## src/rtl/pixel_writer.sv

```systemverilog
// Buffers the rasterizer pixel stream in a small FIFO and writes each visible pixel to a linear framebuffer over a req/ack port.
// Optional PIXEL_WRITER_STATS_EN adds saturating drop_count / clip_count outputs.
module pixel_writer #(
  parameter int WIDTH_BITS   = 10,
  parameter int HEIGHT_BITS  = 9,
  parameter int CHANNEL_BITS = 8,
  parameter int SCREEN_W     = 640,
  parameter int SCREEN_H     = 480,
  parameter int DEPTH        = 8
) (
  input  logic                                clk,
  input  logic                                rst,
  input  logic                                pixel_valid,
  input  logic [WIDTH_BITS-1:0]               pixel_x,
  input  logic [HEIGHT_BITS-1:0]              pixel_y,
  input  logic [CHANNEL_BITS-1:0]             pixel_r,
  input  logic [CHANNEL_BITS-1:0]             pixel_g,
  input  logic [CHANNEL_BITS-1:0]             pixel_b,
  output logic                                mem_req,
  output logic [WIDTH_BITS+HEIGHT_BITS-1:0]   mem_addr,
  output logic [3*CHANNEL_BITS-1:0]           mem_data,
  input  logic                                mem_ack,
  output logic                                busy,
  output logic                                overflow
`ifdef PIXEL_WRITER_STATS_EN
  ,
  output logic [15:0]                         drop_count,
  output logic [15:0]                         clip_count
`endif
);

  localparam int PTR_W  = (DEPTH > 1) ? $clog2(DEPTH) : 1;
  localparam int CNT_W  = PTR_W + 1;
  localparam int ADDR_W = WIDTH_BITS + HEIGHT_BITS;
  localparam int DATA_W = 3 * CHANNEL_BITS;
  localparam logic [31:0] SCREEN_W_L = SCREEN_W;
  localparam logic [31:0] SCREEN_H_L = SCREEN_H;

  typedef struct packed {
    logic [WIDTH_BITS-1:0]  x;
    logic [HEIGHT_BITS-1:0] y;
    logic [DATA_W-1:0]      rgb;
  } pixel_t;

  typedef enum logic [1:0] {
    IDLE,
    LOAD,
    WRITE
  } state_t;

  state_t             state_q, state_d;
  pixel_t             fifo_q [DEPTH];
  pixel_t             fifo_d [DEPTH];
  logic [PTR_W-1:0]   wr_ptr_q, wr_ptr_d;
  logic [PTR_W-1:0]   rd_ptr_q, rd_ptr_d;
  logic [CNT_W-1:0]   count_q, count_d;
  pixel_t             hold_q, hold_d;
  logic [ADDR_W-1:0]  addr_q, addr_d;
  logic [DATA_W-1:0]  data_q, data_d;
  logic               overflow_q, overflow_d;

  logic full;
  logic push;
  logic drop;
  logic pop;
  logic in_bounds;
  logic clip;

  // A push while full is lost even if the FSM pops on the same edge.
  always_comb begin
    full = (count_q == CNT_W'(DEPTH));
    push = pixel_valid && !full;
    drop = pixel_valid && full;
    pop  = (state_q == IDLE) && (count_q != '0);
  end

  always_comb begin
    fifo_d   = fifo_q;
    wr_ptr_d = wr_ptr_q;
    rd_ptr_d = rd_ptr_q;
    count_d  = count_q;
    if (push) begin
      fifo_d[wr_ptr_q] = {pixel_x, pixel_y, pixel_r, pixel_g, pixel_b};
      wr_ptr_d         = wr_ptr_q + PTR_W'(1);
    end
    if (pop) begin
      rd_ptr_d = rd_ptr_q + PTR_W'(1);
    end
    case ({push, pop})
      2'b10:   count_d = count_q + CNT_W'(1);
      2'b01:   count_d = count_q - CNT_W'(1);
      default: count_d = count_q;
    endcase
  end

  always_comb begin
    in_bounds = (32'(hold_q.x) < SCREEN_W_L) && (32'(hold_q.y) < SCREEN_H_L);
  end

  always_comb begin
    state_d = state_q;
    hold_d  = hold_q;
    addr_d  = addr_q;
    data_d  = data_q;
    clip    = 1'b0;
    case (state_q)
      IDLE: begin
        if (pop) begin
          hold_d  = fifo_q[rd_ptr_q];
          state_d = LOAD;
        end
      end
      LOAD: begin
        if (in_bounds) begin
          addr_d  = ADDR_W'(hold_q.y) * ADDR_W'(SCREEN_W) + ADDR_W'(hold_q.x);
          data_d  = hold_q.rgb;
          state_d = WRITE;
        end else begin
          clip    = 1'b1;
          state_d = IDLE;
        end
      end
      WRITE: begin
        if (mem_ack) begin
          state_d = IDLE;
        end
      end
      default: state_d = IDLE;
    endcase
  end

  always_comb begin
    overflow_d = overflow_q || drop;
  end

  always_ff @(posedge clk) begin
    if (rst) begin
      state_q    <= IDLE;
      wr_ptr_q   <= '0;
      rd_ptr_q   <= '0;
      count_q    <= '0;
      hold_q     <= '0;
      addr_q     <= '0;
      data_q     <= '0;
      overflow_q <= 1'b0;
    end else begin
      state_q    <= state_d;
      wr_ptr_q   <= wr_ptr_d;
      rd_ptr_q   <= rd_ptr_d;
      count_q    <= count_d;
      hold_q     <= hold_d;
      addr_q     <= addr_d;
      data_q     <= data_d;
      overflow_q <= overflow_d;
    end
  end

  // Storage needs no reset: entries are only read behind the pointers.
  always_ff @(posedge clk) begin
    fifo_q <= fifo_d;
  end

  assign mem_req  = (state_q == WRITE);
  assign mem_addr = addr_q;
  assign mem_data = data_q;
  assign busy     = (count_q != '0) || (state_q != IDLE);
  assign overflow = overflow_q;

`ifdef PIXEL_WRITER_STATS_EN
  logic [15:0] drop_cnt_q, drop_cnt_d;
  logic [15:0] clip_cnt_q, clip_cnt_d;

  always_comb begin
    drop_cnt_d = drop_cnt_q;
    clip_cnt_d = clip_cnt_q;
    if (drop && (drop_cnt_q != '1)) begin
      drop_cnt_d = drop_cnt_q + 16'd1;
    end
    if (clip && (clip_cnt_q != '1)) begin
      clip_cnt_d = clip_cnt_q + 16'd1;
    end
  end

  always_ff @(posedge clk) begin
    if (rst) begin
      drop_cnt_q <= '0;
      clip_cnt_q <= '0;
    end else begin
      drop_cnt_q <= drop_cnt_d;
      clip_cnt_q <= clip_cnt_d;
    end
  end

  assign drop_count = drop_cnt_q;
  assign clip_count = clip_cnt_q;
`endif

endmodule

```

## config.mk

```make
export PLATFORM = sky130hd
export DESIGN_NAME = pixel_writer
export DESIGN_NICKNAME = d
export VERILOG_FILES = /design/src/rtl/pixel_writer.sv
export SDC_FILE = /design/constraint.sdc
export NUM_CORES = 1
export LEC_CHECK = 0
export BUFFER_PORTS_ARGS = -buffer_cell sky130_fd_sc_hd__buf_2
export CAP_MARGIN = 20
export CORE_MARGIN = 3
export CORE_UTILIZATION = 36
export DETAILED_ROUTE_END_ITERATION = 12
export PLACE_DENSITY = 0.56
export SYNTH_ARGS = -nofsm -noshare
export SYNTH_HDL_FRONTEND = slang
export SYNTH_SLANG_ARGS = --single-unit
export TNS_END_PERCENT = 1
```

## constraint.sdc

```tcl
create_clock -name clk -period 7.2 [get_ports clk]
set_input_delay 1.8 -clock clk [delete_from_list [all_inputs] [get_ports clk]]
set_output_delay 1.8 -clock clk [all_outputs]
set_load 0.02 [all_outputs]
```

==> metrics.md, run 1 <==
| Metric | Value |
|---|---|
| Pin count of the biggest net entering global routing | 91 |
| Die area | 0.04995 sq mm |
| Syn Area/Cell | 17.27 sq um |
| Synth-to-Final Area Change | 16.40% |
| Half-perimeter wire length after placement | 19820 um |
| Crit path DAT | 3.82 ns |
| Hold Path Class | reg2reg |
| Via Count | 8650 |
| Main synth FF type | edfxtp_1 |
| Worst reg2reg path endpoint | count_q[3] |
| 1st-iter DRT viols | 562 |
| P_leak | 0.006487 uW |
| Register Area | 0.01232 sq mm |
| Fillers | 4180 |
| Hold buffer count at CTS | 0 |
| Crit-path max FO | 33 |
| Vias per cell | 4.991 |
| Setup Crit Path Kind | in2reg |
| Crit path launch type | input pin |
| Core area | 0.04665 sq mm |
| Reg2Reg Launch Point | count_q[0] |
| Total Routing Usage GR | 14.41% |
| Max Cap Viol | 0 |
| Minimum clock period | 3.628 ns |
| Multi-input gate area | 0.004511 sq mm |
| Wirelength per Cell | 20.49 um |
| TritonCTS clock tree | done |
| Synth unique cells | 45 |
| Post-synth EDFFs | 344 |
| CTS buffer count | 46 |
| Crit end category | flip-flop |
| Row cnt | 79 |
| Starting Density | 36.50% |
| Worst endpoint required time | 7.39 ns |
| Slew Limit Headroom | 31.02% |
| DRT Pass-1 Iters | 4 |
| HP Start | hold_q[0] |
| Total Power | 7504 uW |
| IO Pins | 93 |
| Placement Setup Slack | 2.938 ns |
| CTS root buf | clkbuf_16 |
| Layout Nets | 1157 |
| Antenna violations before repair | 5 |
| Routability congestion estimate | 0.7180 |
| CTS Buffer Depth | 3 |
| Slew @ Worst Pin | 1.035 ns |
| Pwr/cell area | 378.6 mW/mm^2 |
| FF-to-FF path depth | 10 |
| Post-CTS Resized | 0 |
| Status | completed |
| Post-Syn Instances | 986 |
| R2r setup slk | 4.23 ns |
| Layout Skew | 0.02873 ns |
| First-pass GRT wire length | 54650 um |
| RSZ-0062 raised after global routing | no |
| Clk pin slew, worst setup/hold paths | 0.06 ns |
| Fin crit share | 50.39% |
| Synth Net Count | 1058 |
| Slew Limit Fails | 0 |
| TNS Setup | 0 ns |
| Final setup fails | 0 |
| Vias in the first global route | 8837 |
| Netlist Area Pre-Place | 0.01703 sq mm |
| Post-route ant nets | 0 |
| Worst hold stages | 2 |
| Share of cells above drive strength 1 | 25.31% |
| Seq/Total Area, Yosys | 72.30% |
| Async set-reset flop share out of synthesis | 0% |
| Setup Fix Bufs, Post-CTS | 0 |
| Final wirelength | 35510 um |
| Peak supply drop | 0.2436 mV |
| Final hold viol count | 0 |
| Residual DRC | 0 |
| H-tree level count | 2 |
| Die height | 223.5 um |
| Hold Path End | mem_data[0] |
| Max Clk Rate | 275.6 MHz |
| Final worst setup slack | 3.572 ns |
| I/O Buffers | 92 |
| Global route overflow | 0 |
| Clock sink total | 443 |
| Worst-Skew Late Latency | 0.58 ns |
| Synth Register Bits | 443 |
| Die X | 223.5 um |
| Warnings from Yosys | 0 |
cell usage after synthesis, types with 2 or more instances:
cell	count	share of area [%]
o21ai_0	8	0.24
nor3_1	9	0.26
a31oi_1	2	0.073
buf_1	6	0.13
mux4_2	86	11
nand2_1	78	1.7
buf_2	9	0.26
nand4_1	2	0.073
xor2_1	11	0.57
or3_1	2	0.073
nand3_1	5	0.15
ha_1	22	1.6
dfxtp_1	99	12
nand2b_1	4	0.15
inv_1	8	0.18
nor2b_1	4	0.15
nor2_1	72	1.6
fa_1	3	0.35
clkbuf_1	40	0.88
mux2i_1	44	2.6
nor4_1	3	0.11
edfxtp_1	344	61
a21o_1	2	0.088
a21oi_1	45	1.3
o21a_1	2	0.088
a211oi_1	50	2.2
xnor2_1	8	0.41
worst max-delay path: stages:
cell,delay [ns]
buf_2,0.08
and2_1,0.23
nand2_1,0.26
nor3_2,0.79
buf_4,0.63
cell usage in the layout (no fill, tap or decap), types with 3 or more instances in the layout:
cell type and instances:
buf_2 91, nand2_1 78, mux4_2 86, a21oi_1 45
bufinv_16 5, o21ai_0 8, clkbuf_8 8, nor3_1 4
edfxtp_1 344, a211oi_1 50, nor2b_1 4, clkbuf_16 48
mux2i_1 44, inv_1 8, nor2_4 3, diode_2 4
nand2b_1 4, dfxtp_1 96, clkbuf_1 12, nor3_2 5
xor2_1 11, fa_1 3, clkinv_2 5, nor2_1 69
ha_1 22, xnor2_1 8, nand3_1 4, buf_4 16
power by group:
group	internal (uW)	total (uW)	switching, uW
Sequential	3050	3260	212
Clock	1490	2440	956
Combinational	772	1800	1030
cell type report:
| type | count | area share (%) |
|---|---|---|
| multi-input cells | 478 | 22.76 |
| diodes | 4 | 0.05050 |
| clock inverters | 17 | 1.206 |
| clock buffers | 68 | 6.843 |
| inverters | 8 | 0.1515 |
| flip-flops and latches | 443 | 62.16 |
| well taps | 607 | 3.832 |
| repair buffers | 108 | 3.005 |
metrics by stage:
stage | std cells | util, % | hold slack (ns) | area [sq um]
2_1_floorplan | 986 | - | 0.4323 | 17030
3_3_place_gp | 1643 | 39.00 | 0.4389 | 18200
3_5_place_dp | 1643 | 39.00 | 0.4452 | 18200
4_1_cts | 1728 | 42.42 | 0.4382 | 19790
5_1_grt | 1729 | 42.46 | 0.4609 | 19810
6_report | 1733 | 42.49 | 0.4287 | 19820
flip-flops by register name (all words and copies together) (netlist names):
name	flops
mem_addr	19
fifo_q	344
wr_ptr_q	3
hold_q	43
overflow	1
state_q	2
count_q	4
mem_data	24
rd_ptr_q	3
cell families after synthesis:
logic type | Yosys count | share of synthesized area (%)
AO/OA/AOI/OAI | 118 | 4.563
AND/OR/NAND/NOR | 186 | 4.666
buffers and inverters | 65 | 1.565
XOR/XNOR | 19 | 0.9772
adder cells (fa/ha/maj) | 25 | 1.969
multiplexers | 130 | 13.96
flip-flops | 443 | 72.30
how the worst max path moves through the flow:
stage	endpoint	startpoint	cells after the start	slack (ns)
after floorplan	fifo_q[301]	pixel_valid	4	0.35
after global placement	fifo_q[273]	pixel_valid	5	2.95
after CTS	fifo_q[286]	pixel_valid	5	3.52
final	fifo_q[157]	pixel_valid	5	3.57
after detailed placement	fifo_q[145]	pixel_valid	5	2.94
after global routing	fifo_q[157]	pixel_valid	5	3.45
layer usage:
layer	GRT usage, %	vias to the layer above	wire length [um]
met3	3.237	50	1902
met5	0	-	0
met2	24.12	183	17300
li1	-	4064	-
met1	19.37	4353	15730
met4	3.199	0	581
(Power assumes the default switching activity.)
==> run 2, diff against run 1 <==
==> constraint.sdc (replaced) <==
create_clock -name clk -period 3 [get_ports clk]
set_input_delay 0.75 -clock clk [delete_from_list [all_inputs] [get_ports clk]]
set_output_delay 0.75 -clock clk [all_outputs]
set_load 0.02 [all_outputs]
==> metrics.md, run 2 (synthesis results as in run 1) <==
| Metric | Value |
|---|---|
| CTS Buffer Depth | 3 (unchanged) |
| Hold buffer count at CTS | 0 (unchanged) |
| HP Start | pixel_valid (was hold_q[0]) |
| CTS root buf | clkbuf_16 (unchanged) |
| Synth-to-Final Area Change | 17.46% (was 16.40%) |
| Top reg by flops | fifo_q (unchanged) |
| Hold Path End | overflow (was mem_data[0]) |
| Setup Crit Path Kind | reg2reg (was in2reg) |
| Die area | 0.04995 sq mm (unchanged) |
| R2r setup slk | 0.15 ns (was 4.23 ns) |
| I/O Buffers | 92 (unchanged) |
| Crit-path max FO | 5 (was 33) |
| Routability congestion estimate | 0.7003 (was 0.7180) |
| Share of cells above drive strength 1 | 25.60% (was 25.31%) |
| Largest register FFs | 344 (unchanged) |
| Via Count | 8797 (was 8650) |
| CTS buffer count | 46 (unchanged) |
| Worst endpoint required time | 3.51 ns (was 7.39 ns) |
| Slew @ Worst Pin | 0.6856 ns (was 1.035 ns) |
| Post-route ant nets | 0 (unchanged) |
| Crit path launch type | flip-flop (was input pin) |
| Most frequent cells in the layout | edfxtp_1, dfxtp_1, buf_2, mux4_2, nand2_1 (unchanged) |
| Reg2Reg Launch Point | hold_q[25] (was count_q[0]) |
| Pin count of the biggest net entering global routing | 63 (was 91) |
| CP max stage cell | or4b_1 (was nor3_2) |
| Hold WS | 0.4434 ns (was 0.4287 ns) |
| Half-perimeter wire length after placement | 20320 um (was 19820 um) |
| Vias per cell | 5.047 (was 4.991) |
| Crit path top cell by count | ha_1 |
| Antenna violations before repair | 6 (was 5) |
| Total Routing Usage GR | 14.65% (was 14.41%) |
| Core area | 0.04665 sq mm (unchanged) |
| Final Non-Filler Cells | 1743 (was 1733) |
| Layout Nets | 1168 (was 1157) |
| IO Pins | 93 (unchanged) |
| Die X | 223.5 um (unchanged) |
| Fin crit share | 94.89% |
| RSZ-0062 raised after global routing | no (unchanged) |
| Crit end category | flip-flop (unchanged) |
| TritonCTS clock tree | done (unchanged) |
| First-pass GRT wire length | 55830 um (was 54650 um) |
| Final wirelength | 35970 um (was 35510 um) |
| Buf/Inv on CP | 0 (was 2) |
| Row cnt | 79 (unchanged) |
| CP delay by family, top | simple AND/OR/NAND/NOR gates (unchanged) |
| Slew Limit Headroom | 54.29% (was 31.02%) |
| Worst reg2reg path endpoint | mem_addr[17] (was count_q[3]) |
| Inst Count DP | 1653 (was 1643) |
| Pwr/cell area | 894.3 mW/mm^2 (was 378.6 mW/mm^2) |
| Layout Skew | 0.01612 ns (was 0.02873 ns) |
| Peak supply drop | 0.5027 mV (was 0.2436 mV) |
| Global route overflow | 0 (unchanged) |
| P_leak | 0.006510 uW (was 0.006487 uW) |
| Worst hold stages | 3 (was 2) |
| Residual DRC | 0 (unchanged) |
| Crit-path cells | ha_1 > ha_1 > fa_2 > a211oi_4 > o22ai_1 > nor4b_4 > nand2_2 > or4b_1 > nand3_1 (was buf_2 > and2_1 > nand2_1 > nor3_2 > buf_4) |
| Clock sink total | 443 (unchanged) |
| Slew Limit Fails | 0 (unchanged) |
| Final hold viol count | 0 (unchanged) |
| FF-to-FF path depth | 9 (was 10) |
| Stages on the worst setup path | 9 (was 5) |
| Vias in the first global route | 9193 (was 8837) |
| H-tree level count | 2 (unchanged) |
| Starting Density | 36.50% (unchanged) |
| Crit path DAT | 3.35 ns (was 3.82 ns) |
| Max Clk Rate | 351.3 MHz |
| Minimum clock period | 2.847 ns |
| Clk pin slew, worst setup/hold paths | 0.06 ns (about the same) |
| 1st-iter DRT viols | 500 (was 562) |
| Hold Path Class | in2reg (was reg2reg) |
| DRT Pass-1 Iters | 4 (unchanged) |
| Commonest non-fill, non-tap cell in the layout | edfxtp_1 (unchanged) |
| Max Cap Viol | 0 (unchanged) |
| Die height | 223.5 um (unchanged) |
| Worst-Skew Late Latency | 0.57 ns (was 0.58 ns) |
| Slowest stage delay, CP | 0.47 ns (was 0.79 ns) |
| Wirelength per Cell | 20.64 um (was 20.49 um) |
| Final setup fails | 0 (unchanged) |
| Status | completed (unchanged) |
[run 2: cell types whose count changed in the layout (fill, tap and decap cells not counted), moves of 2 or more]
cell / before / now
buf_12: 1 / 17
clkinv_1: 2 / 8
clkbuf_8: 8 / 2
nor3_4: 0 / 4
clkinv_8: 2 / 0
clkinv_2: 5 / 7
nor3_2: 5 / 1
bufinv_16: 5 / 3
buf_4: 16 / 11
[run 2: how the worst max path moves through the flow]
stage,startpoint,slack (ns),end
final,hold_q[25],0.15,mem_addr[17]
after global placement,hold_q[25],0.15,mem_addr[17]
after floorplan,pixel_valid,-0.39,fifo_q[0]
after CTS,hold_q[25],0.13,mem_addr[17]
after global routing,hold_q[25],0.02,mem_addr[17]
after detailed placement,hold_q[25],0.15,mem_addr[17]
[run 2: layout make-up]
type | count | area [sq um]
Multi-Input combinational cell | 478 | 4547
Clock inverter | 23 | 206.4
Fill cell | 4162 | 26650
Inverter | 8 | 30.03
Sequential cell | 443 | 12320
Antenna cell | 3 | 7.507
Tap cell | 607 | 759.5
Clock buffer | 62 | 1252
Timing Repair Buffer | 119 | 878.3
[run 2: layer usage]
| metal | track usage (%) | share of wire, % | vias up |
|---|---|---|---|
| met4 | 4.416 | 1.8 | 6 |
| met3 | 2.895 | 4.4 | 51 |
| met1 | 19.89 | 45 | 4500 |
| met2 | 24.03 | 49 | 145 |
| li1 | - | - | 4095 |
| met5 | 0 | 0.10 | - |
[run 2: report_power, final]
part           internal (uW)  total [uW]  switching, uW
clock network           3200        5490           2290
registers               7320        7800            488
logic                   1990        4600           2610
[run 2: worst min-delay path, cell delays in order]
cell and delay [ns]:
buf_2 0.08, a31oi_1 0.07, nor2_1 0.07
[run 2: what timing repair did]
action                     4_1_cts  5_1_grt
setup endpoints to repair        0        1
gates resized for setup          0        1
buffers inserted                 0        2
[run 2: through the flow]
step                TNS [ns]  area (sq um)  total power (uW)  utilization, %  worst slack, ns
floorplan             -90.65         17070             11200               -          -0.3875
global placement           0         18520             12570           39.69           0.1495
detailed placement         0         18520             12630           39.69           0.1542
CTS                        0         19980             18170           42.82           0.1289
global route               0         19990             18920           42.86          0.02051
finish                     0         20000             17890           42.87           0.1534
